## src/rtl/request_controller.sv

```systemverilog
// Master-side request capture stage of a crossbar port handler.
// Turns each 4-phase master request into exactly one entry of a small
// show-ahead FIFO that feeds the slave-side arbiter over valid/ready.
module request_controller #(
    parameter int AWIDTH = 32,
    parameter int DWIDTH = 32,
    parameter int DEPTH  = 4
) (
    input  logic                       aclk,
    input  logic                       areset,
    input  logic                       req,
    input  logic                       cmd,
    input  logic [AWIDTH-1:0]          addr,
    input  logic [DWIDTH-1:0]          wdata,
    output logic                       fifo_full,
    output logic                       out_valid,
    input  logic                       out_ready,
    output logic                       out_cmd,
    output logic [AWIDTH-1:0]          out_addr,
    output logic [DWIDTH-1:0]          out_wdata,
    output logic                       out_sel,
    output logic [$clog2(DEPTH):0]     count
);

    localparam int PW = $clog2(DEPTH);
    localparam int CW = PW + 1;

    typedef enum logic [1:0] {
        IDLE          = 2'd0,
        WAIT_REQ_HIGH = 2'd1,
        WAIT_SPACE    = 2'd2,
        WAIT_REQ_LOW  = 2'd3
    } state_t;

    state_t            state_r;
    state_t            state_next_s;
    logic [PW-1:0]     wr_ptr_r;
    logic [PW-1:0]     rd_ptr_r;
    logic [CW-1:0]     count_r;
    logic              push_s;
    logic              pop_s;
    logic              space_s;
    logic              empty_s;

    // Storage is deliberately left out of reset; only pointers/count qualify it.
    logic              mem_cmd_r   [DEPTH];
    logic [AWIDTH-1:0] mem_addr_r  [DEPTH];
    logic [DWIDTH-1:0] mem_wdata_r [DEPTH];

    // Occupancy decodes: flags depend only on the count register.
    assign empty_s   = (count_r == CW'(0));
    assign fifo_full = (count_r == CW'(DEPTH));
    assign out_valid = !empty_s;
    assign count     = count_r;

    // A pop frees a slot in the same edge, so a full FIFO still has space then.
    assign pop_s   = out_valid && out_ready;
    assign space_s = !fifo_full || pop_s;

    // Request-capture FSM: exactly one push per req high period.
    always_comb begin
        state_next_s = state_r;
        push_s       = 1'b0;
        case (state_r)
            IDLE: begin
                state_next_s = WAIT_REQ_HIGH;
            end
            WAIT_REQ_HIGH: begin
                if (req) begin
                    if (space_s) begin
                        push_s       = 1'b1;
                        state_next_s = WAIT_REQ_LOW;
                    end else begin
                        state_next_s = WAIT_SPACE;
                    end
                end else begin
                    state_next_s = WAIT_REQ_HIGH;
                end
            end
            WAIT_SPACE: begin
                if (!req) begin
                    // master gave up before a slot opened: nothing is stored
                    state_next_s = WAIT_REQ_HIGH;
                end else if (space_s) begin
                    push_s       = 1'b1;
                    state_next_s = WAIT_REQ_LOW;
                end else begin
                    state_next_s = WAIT_SPACE;
                end
            end
            WAIT_REQ_LOW: begin
                if (!req) begin
                    state_next_s = WAIT_REQ_HIGH;
                end else begin
                    state_next_s = WAIT_REQ_LOW;
                end
            end
            default: begin
                state_next_s = IDLE;
            end
        endcase
    end

    // FSM state register.
    always_ff @(posedge aclk or posedge areset) begin
        if (areset) begin
            state_r <= IDLE;
        end else begin
            state_r <= state_next_s;
        end
    end

    // Pointer and occupancy bookkeeping; pointers wrap naturally at DEPTH.
    always_ff @(posedge aclk or posedge areset) begin
        if (areset) begin
            wr_ptr_r <= PW'(0);
            rd_ptr_r <= PW'(0);
            count_r  <= CW'(0);
        end else begin
            if (push_s) begin
                wr_ptr_r <= wr_ptr_r + PW'(1);
            end
            if (pop_s) begin
                rd_ptr_r <= rd_ptr_r + PW'(1);
            end
            case ({push_s, pop_s})
                2'b10:   count_r <= count_r + CW'(1);
                2'b01:   count_r <= count_r - CW'(1);
                default: count_r <= count_r;
            endcase
        end
    end

    // Entry storage write; request fields are sampled at the push edge.
    always_ff @(posedge aclk) begin
        if (push_s) begin
            mem_cmd_r[wr_ptr_r]   <= cmd;
            mem_addr_r[wr_ptr_r]  <= addr;
            mem_wdata_r[wr_ptr_r] <= wdata;
        end
    end

    // Show-ahead head fields, forced to zero while the FIFO is empty.
    always_comb begin
        out_cmd   = 1'b0;
        out_addr  = AWIDTH'(0);
        out_wdata = DWIDTH'(0);
        if (out_valid) begin
            out_cmd   = mem_cmd_r[rd_ptr_r];
            out_addr  = mem_addr_r[rd_ptr_r];
            out_wdata = mem_wdata_r[rd_ptr_r];
        end else begin
            out_cmd   = 1'b0;
            out_addr  = AWIDTH'(0);
            out_wdata = DWIDTH'(0);
        end
    end

    assign out_sel = out_addr[AWIDTH-1];

endmodule

```

## config.mk

```make
export PLATFORM = sky130hd
export DESIGN_NAME = request_controller
export DESIGN_NICKNAME = d
export VERILOG_FILES = /design/src/rtl/request_controller.sv
export SDC_FILE = /design/constraint.sdc
export NUM_CORES = 1
export LEC_CHECK = 0
export BUFFER_PORTS_ARGS = -buffer_cell sky130_fd_sc_hd__buf_2
export CORE_UTILIZATION = 50
export CTS_CLUSTER_SIZE = 20
export DETAILED_ROUTE_END_ITERATION = 16
export GPL_TIMING_DRIVEN = 0
export PLACE_DENSITY = 0.7
export SLEW_MARGIN = 25
export SYNTH_ARGS = -nofsm -noshare
export SYNTH_HDL_FRONTEND = slang
export SYNTH_SLANG_ARGS = --single-unit
```

## constraint.sdc

```tcl
create_clock -name aclk -period 3.65 [get_ports aclk]
set_input_delay 0 -clock aclk [delete_from_list [all_inputs] [get_ports aclk]]
set_output_delay 0 -clock aclk [all_outputs]
set_load 0.02 [all_outputs]
```

==> impl_summary.log, run 1 <==
[metrics] run status: complete, no violations
[metrics] CTS Root Buffer Type: sky130_fd_sc_hd__clkbuf_16
[metrics] vias: 5227
[metrics] area of the die: 21400 µm²
[metrics] Post-Layout Inst Area: ~13000 µm²
[metrics] total of buffers placed on input and output ports: 139
[metrics] critical path peak fanout: 36
[metrics] number of global-route vias before repair: 5766
[metrics] number of setup violations in the final report: 0
[metrics] WL met3: 898 µm
[metrics] Filler cells: 1411
[metrics] Non-Filler Instances: 993
[metrics] data required time of the worst path: 3.85 ns
[metrics] die outline height: 146 µm
[metrics] number of library cell types mapped by synthesis: 23
[metrics] routed length on met2: slightly above 10000 µm
[metrics] Max-Slew Margin vs Limit: 0.550
[metrics] placed inst area: 11500 µm²
[metrics] internal reg-to-reg setup slack: 1.11 ns
[metrics] # Max-Cap Violations: 0
[metrics] nature of the critical path startpoint: flip-flop
[metrics] Slew @ Worst Pin: 0.675 ns
[metrics] instance count along the most critical hold path: 2
[metrics] IO Count: 140
[metrics] number of buffers added by the clock tree synthesis step: 27
[metrics] setup fix buffers added after clock tree synthesis: 0
[metrics] average detailed-routed wire length per instance: 19.6 µm
[metrics] Layout Nets: 782
[metrics] peak supply drop: 0.000534 V
[metrics] starting density of the core: 0.512
[metrics] x dimension of the die: 146 µm
[metrics] R2R Path End: mem_addr_r[3][9]
[metrics] Final Routed Wirelength: 19500 µm
[metrics] router iterations before antenna repair: 5
[metrics] number of pins exceeding their max-slew limit in the final report: 0
[metrics] Mapped Area: 10400 µm²
[metrics] sequential-to-total area share from yosys stat: 0.773
[metrics] violation count after the first detailed-route iteration: roughly 370
[metrics] most frequent standard cell in the layout excluding fill and tap cells: sky130_fd_sc_hd__edfxtp_1
[metrics] placed cells: 877
[metrics] share of the core filled with cells in the final layout: 0.642
[metrics] hold crit path type: input port to flip-flop
[metrics] met1 WL: slightly below 8000 µm
[metrics] post-synthesis instance total: 464
[metrics] Worst Hold End: mem_wdata_r[2][10]
[metrics] final critical delay including setup and external delays: 2.54 ns
[metrics] final estimated routing congestion in global placement: 0.710
[metrics] Placeable Area: just over 20000 µm²
[metrics] post-synthesis average cell area: approximately 22 µm²
[metrics] commonest cells after routing, fill and taps aside: 260 x sky130_fd_sc_hd__edfxtp_1, 145 x sky130_fd_sc_hd__buf_2, 69 x sky130_fd_sc_hd__dlygate4sd3_1
[metrics] top achievable clock speed: 0.394 GHz
[metrics] number of remaining DRC errors: 0
[metrics] initial antenna violation count: 0
[metrics] buffers from clock root to sink, at most: 3
[metrics] CTS HTree Levels: 1
[metrics] antenna viol nets, final: 0
[metrics] startpoint of the most critical register-to-register path: state_r[0]
[metrics] number of gates resized after cts: 0
[metrics] GRT overflow: 0
[metrics] drt via density: around 5.3
[metrics] total global routing track utilization: 0.189
[metrics] # clock sinks: 269
[metrics] Worst-path clk slew: 0.06 ns
[metrics] DR top layer: met4
[metrics] hold wc startpoint: wdata[10]
[metrics] area added between synthesis and finish: 25.5%
[metrics] Ant. Diodes: 0
[metrics] standard-cell rows: 52
[metrics] share of layout cells above drive strength 1: 0.367
[metrics] first-pass GRT wire length: 31100 µm
[metrics] Final Skew: 0.0118 ns
[metrics] worst reg-to-reg path cell count: 6
[metrics] insertion delay to the later sink of the worst-skew pair: roughly 0.52 ns
[metrics] final count of hold timing violations: 0
[metrics] total of flip-flops plus latches after synthesis: 269
[metrics] unrepaired setup endpoints after global routing: no
[metrics] path type of the worst setup path: flip-flop to flip-flop
[metrics] final cycle utilization of the critical path: 0.695
[metrics] maximum number of pins on one net before global-route repair: 39
[metrics] cell area power density: about 830 nW/µm²
[metrics] half-perimeter wire length after placement: between 10000 and 15000 µm
[metrics] CTS tree: yes
[metrics] leak pwr: 4.61 nW
[metrics] worst hold margin: 0.232 ns
[metrics] Syn. warnings: 0
[metrics] arrival time of the worst setup path: 2.74 ns
[metrics] number of nets in the synthesized netlist: 541
[metrics] CP Capture Type: flip-flop
kinds of logic after synthesis:
kind of cell,share of synthesized area
xor+xnor,0.00506
simple gates,0.0464
flops,0.773
buf+inv,0.0211
fa+ha+maj,0.0104
compound gates,0.00108
mux,0.143
through the flow:
step	total power [mW]	setup TNS (ns)	setup slack [ns]
after detailed placement	8.37	0	1.09
after global routing	11.4	0	0.901
after CTS	11.0	0	1.06
after global placement	8.25	-173.17	-0.678
final	10.9	0	1.11
after floorplan	7.08	0	0.526
final cells by class:
| class | instances | area, µm² | share of cell area |
|---|---|---|---|
| multi-input combinational | 161 | 2150 | 0.165 |
| sequential | 269 | 8030 | 0.616 |
| tap | 270 | 338 | 0.0259 |
| buffer | 23 | 178 | 0.0136 |
| clock inverter | 17 | 134 | 0.0103 |
| inverter | 11 | 41.3 | 0.00317 |
| clock buffer | 30 | 687 | 0.0527 |
| timing repair buffer | 212 | 1480 | 0.114 |
synth_stat cells:
library cell / count / area (µm²)
sky130_fd_sc_hd__and2_1: 70 / 438
sky130_fd_sc_hd__a31oi_1: 1 / 6.26
sky130_fd_sc_hd__nor2_1: 2 / 7.51
sky130_fd_sc_hd__buf_4: 3 / 22.5
sky130_fd_sc_hd__dfrtp_1: 9 / 225
sky130_fd_sc_hd__nand3_1: 1 / 5.00
sky130_fd_sc_hd__nor3b_1: 2 / 15.0
sky130_fd_sc_hd__nand2_1: 1 / 3.75
sky130_fd_sc_hd__buf_6: 1 / 11.3
sky130_fd_sc_hd__buf_2: 6 / 30.0
sky130_fd_sc_hd__xnor2_1: 3 / 26.3
sky130_fd_sc_hd__a21oi_1: 1 / 5.00
sky130_fd_sc_hd__mux2_2: 1 / 11.3
sky130_fd_sc_hd__mux2i_1: 1 / 10.0
sky130_fd_sc_hd__mux4_2: 65 / 1460
sky130_fd_sc_hd__inv_1: 11 / 41.3
sky130_fd_sc_hd__ha_1: 7 / 87.6
sky130_fd_sc_hd__edfxtp_1: 260 / 7810
sky130_fd_sc_hd__buf_12: 4 / 80.1
sky130_fd_sc_hd__clkbuf_1: 9 / 33.8
sky130_fd_sc_hd__or3_1: 2 / 12.5
sky130_fd_sc_hd__fa_1: 1 / 20.0
sky130_fd_sc_hd__xor2_1: 3 / 26.3
what timing repair did:
action,4_1_cts,5_1_grt
hold buffers,69,0
setup endpoints to repair,0,0
endpoints found under the hold margin,274,0
routing by layer:
metal | up-vias | track usage
li1 | 2346 | -
met1 | 2722 | 0.241
met2 | 130 | 0.338
met3 | 29 | 0.0334
met4 | 0 | 0.0453
met5 | - | 0
worst max path at each step:
stage	cells past startpoint	endpoint	start
detailed placement	6	mem_addr_r[3][5]	state_r[0]
finish	6	mem_addr_r[3][9]	state_r[0]
floorplan	3	mem_addr_r[0][0]	count[2]
global placement	5	mem_wdata_r[3][28]	state_r[0]
CTS	5	out_wdata[23]	count[0]
global route	5	out_wdata[27]	count[0]
critical path, stage by stage, from the launching register on:
cell and delay, ns:
sky130_fd_sc_hd__dfrtp_1 0.35, sky130_fd_sc_hd__inv_1 0.05, sky130_fd_sc_hd__ha_1 0.31, sky130_fd_sc_hd__nand2_1 0.06, sky130_fd_sc_hd__a21oi_1 0.52, sky130_fd_sc_hd__and2_4 0.58
sky130_fd_sc_hd__buf_12 0.32
state kept, by name, summed over array words and instances, names as in the netlist:
signal,count
rd_ptr_r,2
mem_cmd_r,4
state_r,2
mem_wdata_r,128
count,3
wr_ptr_r,2
mem_addr_r,128
report_power, final:
group | internal (mW) | switching [mW] | total (mW)
registers | 4.05 | 0.149 | 4.20
logic | 1.81 | 2.29 | 4.10
clock network | 1.48 | 1.08 | 2.56
No activity file was read; power rests on OpenSTA's default activity.
==> inputs of run 2 (changes only) <==
Settings changed: PLACE_DENSITY 0.7 to 0.73.
Clock period 3.65 ns to 2.26 ns, I/O delays scaled along.
==> run 2 against run 1 <==
Against the previous run: global-route usage decreased by 0.35 points; first-iteration DRC count shrank 21%; sequential share of layout area decreased by 0.65 points; critical endpoint is now out_addr[3]; largest power group unchanged; clock power increased by 68%.
==> impl_summary.log, run 2 (synthesis gave the netlist of run 1 again) <==
[metrics] run status: complete, no violations
[metrics] CTS tree: yes
[metrics] area of the die: 21400 µm² (unchanged)
[metrics] unrepaired setup endpoints after global routing: yes
[metrics] GRT overflow: 0 (unchanged)
[metrics] leak pwr: 4.67 nW (+1.2%)
[metrics] starting density of the core: 0.512 (unchanged)
[metrics] # Max-Cap Violations: 0 (unchanged)
[metrics] antenna viol nets, final: 0 (unchanged)
[metrics] R2R Path End: mem_wdata_r[2][17]
[metrics] Regs by FF count: mem_addr_r (128), mem_wdata_r (128), mem_cmd_r (4)
[metrics] insertion delay to the later sink of the worst-skew pair: 0.52 ns (about the same)
[metrics] final critical delay including setup and external delays: 2.15 ns
[metrics] internal reg-to-reg setup slack: 0.12 ns (-0.99 ns)
[metrics] buffers from clock root to sink, at most: 3 (unchanged)
[metrics] final count of hold timing violations: 0 (unchanged)
[metrics] hold wc startpoint: wdata[5]
[metrics] area added between synthesis and finish: 26.9%
[metrics] CP Capture Type: output port
[metrics] instance count along the most critical hold path: 2 (unchanged)
[metrics] initial antenna violation count: 0 (unchanged)
[metrics] peak supply drop: 0.00107 V (+100%)
[metrics] die outline height: 146 µm (unchanged)
[metrics] x dimension of the die: 146 µm (unchanged)
[metrics] arrival time of the worst setup path: 2.15 ns (-0.59 ns)
[metrics] router iterations before antenna repair: 4 (-1)
[metrics] average detailed-routed wire length per instance: 19.6 µm (-0.20%)
[metrics] commonest cells after routing, fill and taps aside: 260 x sky130_fd_sc_hd__edfxtp_1, 140 x sky130_fd_sc_hd__buf_2, 69 x sky130_fd_sc_hd__dlygate4sd3_1
[metrics] final estimated routing congestion in global placement: 0.736 (+3.6%)
[metrics] Final Routed Wirelength: 19500 µm (+0.21%)
[metrics] critical path peak fanout: 10 (-72%)
[metrics] number of setup violations in the final report: 0 (unchanged)
[metrics] # clock sinks: 269 (unchanged)
[metrics] Worst Hold End: mem_wdata_r[2][5]
[metrics] Max-Slew Margin vs Limit: 0.695 (+0.146)
[metrics] worst reg-to-reg path cell count: 6 (unchanged)
[metrics] first-pass GRT wire length: 30500 µm (-1.9%)
[metrics] most frequent standard cell in the layout excluding fill and tap cells: sky130_fd_sc_hd__edfxtp_1
[metrics] Worst-path clk slew: 0.06 ns (about the same)
[metrics] Filler cells: 1397 (-0.99%)
[metrics] Post-Layout Inst Area: 13200 µm² (+1.1%)
[metrics] top achievable clock speed: 0.464 GHz
[metrics] Layout Nets: 784 (+0.26%)
[metrics] IO Count: 140 (unchanged)
[metrics] startpoint of the most critical register-to-register path: state_r[1]
[metrics] number of buffers added by the clock tree synthesis step: 27 (unchanged)
[metrics] hold crit path type: input port to flip-flop
[metrics] final cycle utilization of the critical path: 0.953
[metrics] total global routing track utilization: 0.186 (-0.00350)
[metrics] placed inst area: 11600 µm² (+0.23%)
[metrics] aggregate negative setup slack: 0 ns (unchanged)
[metrics] cell area power density: 1360 nW/µm² (+63%)
[metrics] share of layout cells above drive strength 1: 0.378 (+0.0117)
[metrics] Slew @ Worst Pin: 0.457 ns (-0.218 ns)
[metrics] maximum number of pins on one net before global-route repair: 43 (+10%)
[metrics] nature of the critical path startpoint: flip-flop
[metrics] Final Skew: 0.0134 ns (+0.00158 ns)
[metrics] Placeable Area: 20300 µm² (unchanged)
[metrics] CTS Root Buffer Type: sky130_fd_sc_hd__clkbuf_16
[metrics] data required time of the worst path: 2.26 ns (-1.59 ns)
[metrics] path type of the worst setup path: flip-flop to output port
[metrics] standard-cell rows: 52 (unchanged)
[metrics] drt via density: 5.23 (-0.63%)
[metrics] half-perimeter wire length after placement: 11500 µm (-3.3%)
[metrics] CTS HTree Levels: 1 (unchanged)
[metrics] total of buffers placed on input and output ports: 139 (unchanged)
[metrics] vias: 5215 (-0.23%)
[metrics] number of global-route vias before repair: 5608 (-2.7%)
[metrics] number of pins exceeding their max-slew limit in the final report: 0 (unchanged)
[metrics] number of remaining DRC errors: 0 (unchanged)
[metrics] violation count after the first detailed-route iteration: 291 (-21%)
[metrics] Ant. Diodes: 0 (unchanged)
[metrics] worst hold margin: 0.234 ns (+0.00197 ns)
-- run 2: worst max-delay path, cell delays in order, from the launching register on --
cell                       delay, ns
sky130_fd_sc_hd__dfrtp_2        0.45
sky130_fd_sc_hd__or3_4          0.44
sky130_fd_sc_hd__buf_4          0.21
sky130_fd_sc_hd__clkbuf_4       0.20
sky130_fd_sc_hd__and2_1         0.17
sky130_fd_sc_hd__buf_2          0.16
-- run 2: layout make-up --
type	instances	area [µm²]	area share
buffer	23	208	0.0158
clock inverter	11	124	0.00940
inverter	11	41.3	0.00313
tap	270	338	0.0256
clock buffer	38	737	0.0559
timing repair buffer	213	1500	0.114
sequential	269	8030	0.609
multi-input combinational	162	2200	0.167
-- run 2: power breakdown --
part	switching, mW	total [mW]	leakage [nW]	internal, mW
sequential	0.247	6.78	2.47	6.54
combinational	3.73	6.77	1.78	3.03
clock	1.71	4.31	0.420	2.60
-- run 2: worst max-delay path by stage --
| stage | start | endpoint | depth (start not counted) |
|---|---|---|---|
| 6_report | count[0] | out_addr[3] | 5 |
| 5_1_grt | state_r[0] | mem_wdata_r[3][10] | 6 |
| 4_1_cts | rd_ptr_r[1] | out_addr[0] | 5 |
| 3_5_place_dp | state_r[0] | mem_wdata_r[0][5] | 6 |
| 3_3_place_gp | state_r[0] | mem_wdata_r[1][28] | 5 |
| 2_1_floorplan | count[2] | mem_addr_r[0][0] | 3 |
-- run 2: layer usage --
layer  part of all wire  vias to the layer above  global-route usage
met5                  0                        -                   0
met4              0.016                        0              0.0391
met3              0.054                       28              0.0375
met2               0.50                      148               0.314
met1               0.43                     2680               0.252
li1                   -                     2359                   -
-- run 2: what timing repair did --
action / CTS / global route
pin swaps: 1 / 0
cloned: 1 / 0
hold endpoints to repair: 274 / 0
resized for setup: 11 / 13
buffers inserted: 0 / 1
hold buffers: 69 / 0
setup endpoints to repair: 205 / 170
-- run 2: through the flow --
step | setup slack [ns] | cells | power [mW] | utilization
floorplan | -0.118 | 464 | 11.4 | -
global placement | -0.824 | 873 | 13.3 | 0.564
detailed placement | -0.205 | 877 | 13.5 | 0.569
CTS | 0.00696 | 996 | 18.0 | 0.648
global route | -0.00679 | 997 | 18.7 | 0.649
finish | 0.107 | 997 | 17.9 | 0.649
==> inputs of run 3 (changes only) <==
Settings changed: CORE_MARGIN from default to 2, PLACE_DENSITY 0.73 to 0.78, REMOVE_ABC_BUFFERS from default to 1.
==> run 3 against run 2 <==
Against the previous run: critical path depth fell by 1; power rose by 5.0%; maximum frequency fell by 2.5%; global-route usage rose by 2.3 points; design area rose by 1.5%; first-iteration DRC count rose by 1.0%; sequential share of layout area fell by 0.85 points; die area rose by 2.8%; critical path type unchanged; highest routed layer unchanged.
==> impl_summary.log, run 3 (synthesis gave the netlist of run 1 again) <==
[metrics] Placeable Area: 20300 µm² (unchanged)
[metrics] half-perimeter wire length after placement: 11200 µm (-2.6%)
[metrics] router iterations before antenna repair: 4 (unchanged)
[metrics] Worst Hold End: mem_wdata_r[1][14]
[metrics] run status: complete, no violations
[metrics] vias: 5406 (+3.7%)
[metrics] final critical delay including setup and external delays: 2.21 ns (+0.0549 ns)
[metrics] total of buffers placed on input and output ports: 139 (unchanged)
[metrics] sequential standard cell area: 8040 µm² (+0.12%)
[metrics] critical path peak fanout: 17 (+7)
[metrics] most frequent standard cell in the layout excluding fill and tap cells: sky130_fd_sc_hd__edfxtp_1
[metrics] share of layout cells above drive strength 1: 0.403 (+0.0250)
[metrics] top achievable clock speed: 0.453 GHz (-2.5%)
[metrics] instance count along the most critical hold path: 2 (unchanged)
[metrics] nature of the critical path startpoint: flip-flop
[metrics] Setup WS post-layout: 0.0516 ns (-0.0549 ns)
[metrics] leak pwr: 4.76 nW (+1.9%)
[metrics] standard-cell rows: 52 (unchanged)
[metrics] starting density of the core: 0.512 (unchanged)
[metrics] Max-Slew Margin vs Limit: 0.651 (-0.0449)
[metrics] startpoint of the most critical register-to-register path: count[2]
[metrics] final estimated routing congestion in global placement: 0.745 (+1.2%)
[metrics] worst hold margin: 0.217 ns (-0.0172 ns)
[metrics] x dimension of the die: 148 µm (+1.4%)
[metrics] drt via density: 5.41 (+3.5%)
[metrics] hold wc startpoint: wdata[14]
[metrics] CTS Root Buffer Type: sky130_fd_sc_hd__clkbuf_16
[metrics] # clock sinks: 269 (unchanged)
[metrics] Post-Layout Inst Area: 13400 µm² (+1.5%)
[metrics] maximum number of pins on one net before global-route repair: 38 (-12%)
[metrics] Final Skew: 0.00950 ns (-0.00386 ns)
[metrics] arrival time of the worst setup path: 2.21 ns (+0.06 ns)
[metrics] hold crit path type: input port to flip-flop
[metrics] IO Count: 140 (unchanged)
[metrics] buffers from clock root to sink, at most: 3 (unchanged)
[metrics] data required time of the worst path: 2.26 ns (about the same)
[metrics] final cycle utilization of the critical path: 0.977 (+0.0243)
[metrics] share of the core filled with cells in the final layout: 0.659 (+0.0100)
[metrics] Filler cells: 1368 (-2.1%)
[metrics] internal reg-to-reg setup slack: 0.08 ns (-0.04 ns)
[metrics] first-pass GRT wire length: 34500 µm (+13%)
[metrics] cell area power density: 1400 nW/µm² (+3.4%)
[metrics] path type of the worst setup path: flip-flop to output port
[metrics] post-place setup slack: -0.301 ns (-0.0965 ns)
[metrics] CTS tree: yes
[metrics] insertion delay to the later sink of the worst-skew pair: 0.53 ns (about the same)
[metrics] CP Capture Type: output port
[metrics] number of buffers added by the clock tree synthesis step: 28 (+3.7%)
[metrics] violation count after the first detailed-route iteration: 294 (+1.0%)
[metrics] commonest cells after routing, fill and taps aside: 260 x sky130_fd_sc_hd__edfxtp_1, 139 x sky130_fd_sc_hd__buf_2, 69 x sky130_fd_sc_hd__dlygate4sd3_1
[metrics] Worst-path clk slew: 0.07 ns (about the same)
[metrics] number of global-route vias before repair: 6100 (+8.8%)
[metrics] die outline height: 148 µm (+1.4%)
[metrics] initial antenna violation count: 0 (unchanged)
[metrics] number of pins exceeding their max-slew limit in the final report: 0 (unchanged)
[metrics] area of the multi-input gates: 2220 µm² (+1.1%)
[metrics] final count of hold timing violations: 0 (unchanged)
[metrics] Final Routed Wirelength: 22200 µm (+14%)
[metrics] antenna viol nets, final: 0 (unchanged)
[metrics] area added between synthesis and finish: 28.8%
[metrics] GRT overflow: 0 (unchanged)
[metrics] number of remaining DRC errors: 0 (unchanged)
[metrics] average detailed-routed wire length per instance: 22.3 µm (+14%)
[metrics] total global routing track utilization: 0.209 (+0.0230)
[metrics] placed inst area: 11400 µm² (-0.96%)
[metrics] peak supply drop: 0.00103 V (-3.7%)
[metrics] area of the die: 21900 µm² (+2.8%)
[metrics] CTS HTree Levels: 1 (unchanged)
[metrics] Layout Nets: 784 (unchanged)
[metrics] # Max-Cap Violations: 0 (unchanged)
[metrics] R2R Path End: count[2]
[metrics] worst reg-to-reg path cell count: 9 (+3)
[metrics] Slew @ Worst Pin: 0.524 ns (+0.0674 ns)
[metrics] Regs by FF count: mem_addr_r (128), mem_wdata_r (128), mem_cmd_r (4)
[metrics] Ant. Diodes: 0 (unchanged)
[metrics] number of setup violations in the final report: 0 (unchanged)
run 3: cell types whose count changed in the layout (fill, tap and decap cells not counted), moves of 4 or more:
| cell | previous run | this run |
|---|---|---|
| sky130_fd_sc_hd__buf_12 | 4 | 8 |
| sky130_fd_sc_hd__clkbuf_1 | 12 | 3 |
| sky130_fd_sc_hd__clkbuf_4 | 7 | 0 |
| sky130_fd_sc_hd__clkinv_2 | 3 | 7 |
| sky130_fd_sc_hd__dfrtp_1 | 8 | 4 |
run 3: per-layer routing:
layer / global-route usage / up-vias / routed length [µm]
li1: - / 2363 / -
met1: 0.267 / 2834 / 9020
met2: 0.378 / 174 / 11700
met3: 0.0331 / 35 / 1100
met4: 0.0486 / 0 / 419
met5: 0 / - / 0
run 3: layout make-up:
| cell class | count | share of cell area |
|---|---|---|
| Sequential cell | 269 | 0.601 |
| Multi-Input combinational cell | 166 | 0.166 |
| Timing Repair Buffer | 231 | 0.134 |
| Clock buffer | 32 | 0.0551 |
| Tap cell | 270 | 0.0252 |
| Clock inverter | 20 | 0.0161 |
| Inverter | 11 | 0.00308 |
run 3: worst max-delay path, cell delays in order (launching register included):
cell                      delay, ns
sky130_fd_sc_hd__dfrtp_2       0.48
sky130_fd_sc_hd__buf_4         0.17
sky130_fd_sc_hd__or3_2         0.63
sky130_fd_sc_hd__and2_1        0.23
sky130_fd_sc_hd__buf_2         0.16
run 3: metrics by stage:
stage | TNS, ns | std cells | power (mW)
2_1_floorplan | -309.78 | 441 | 11.2
3_3_place_gp | -693.68 | 850 | 12.4
3_5_place_dp | -39.22 | 858 | 13.4
4_1_cts | 0 | 995 | 18.8
5_1_grt | -0.00751 | 999 | 19.6
6_report | 0 | 999 | 18.7
run 3: report_power, final:
group          switching [mW]  internal [mW]  total (mW)
logic                    3.91           3.24        7.15
registers               0.390           6.55        6.94
clock network            1.85           2.80        4.65
total                    6.15           12.6        18.7
run 3: how the worst max path moves through the flow:
stage,end,cells past startpoint,startpoint,slack [ns]
floorplan,out_addr[31],2,rd_ptr_r[0],-1.32
global placement,out_addr[8],3,rd_ptr_r[0],-2.48
detailed placement,mem_addr_r[1][3],6,state_r[0],-0.30
CTS,out_addr[8],5,rd_ptr_r[0],0.03
global route,out_addr[19],4,count[0],-0.006
finish,out_addr[19],4,count[0],0.05
run 3: what timing repair did:
item	CTS	global route
gates resized for setup	6	6
hold buffers	69	0
cloned	7	1
hold endpoints to repair	273	0
setup endpoints to repair	328	3
setup buffers	9	3
pin swaps	6	3
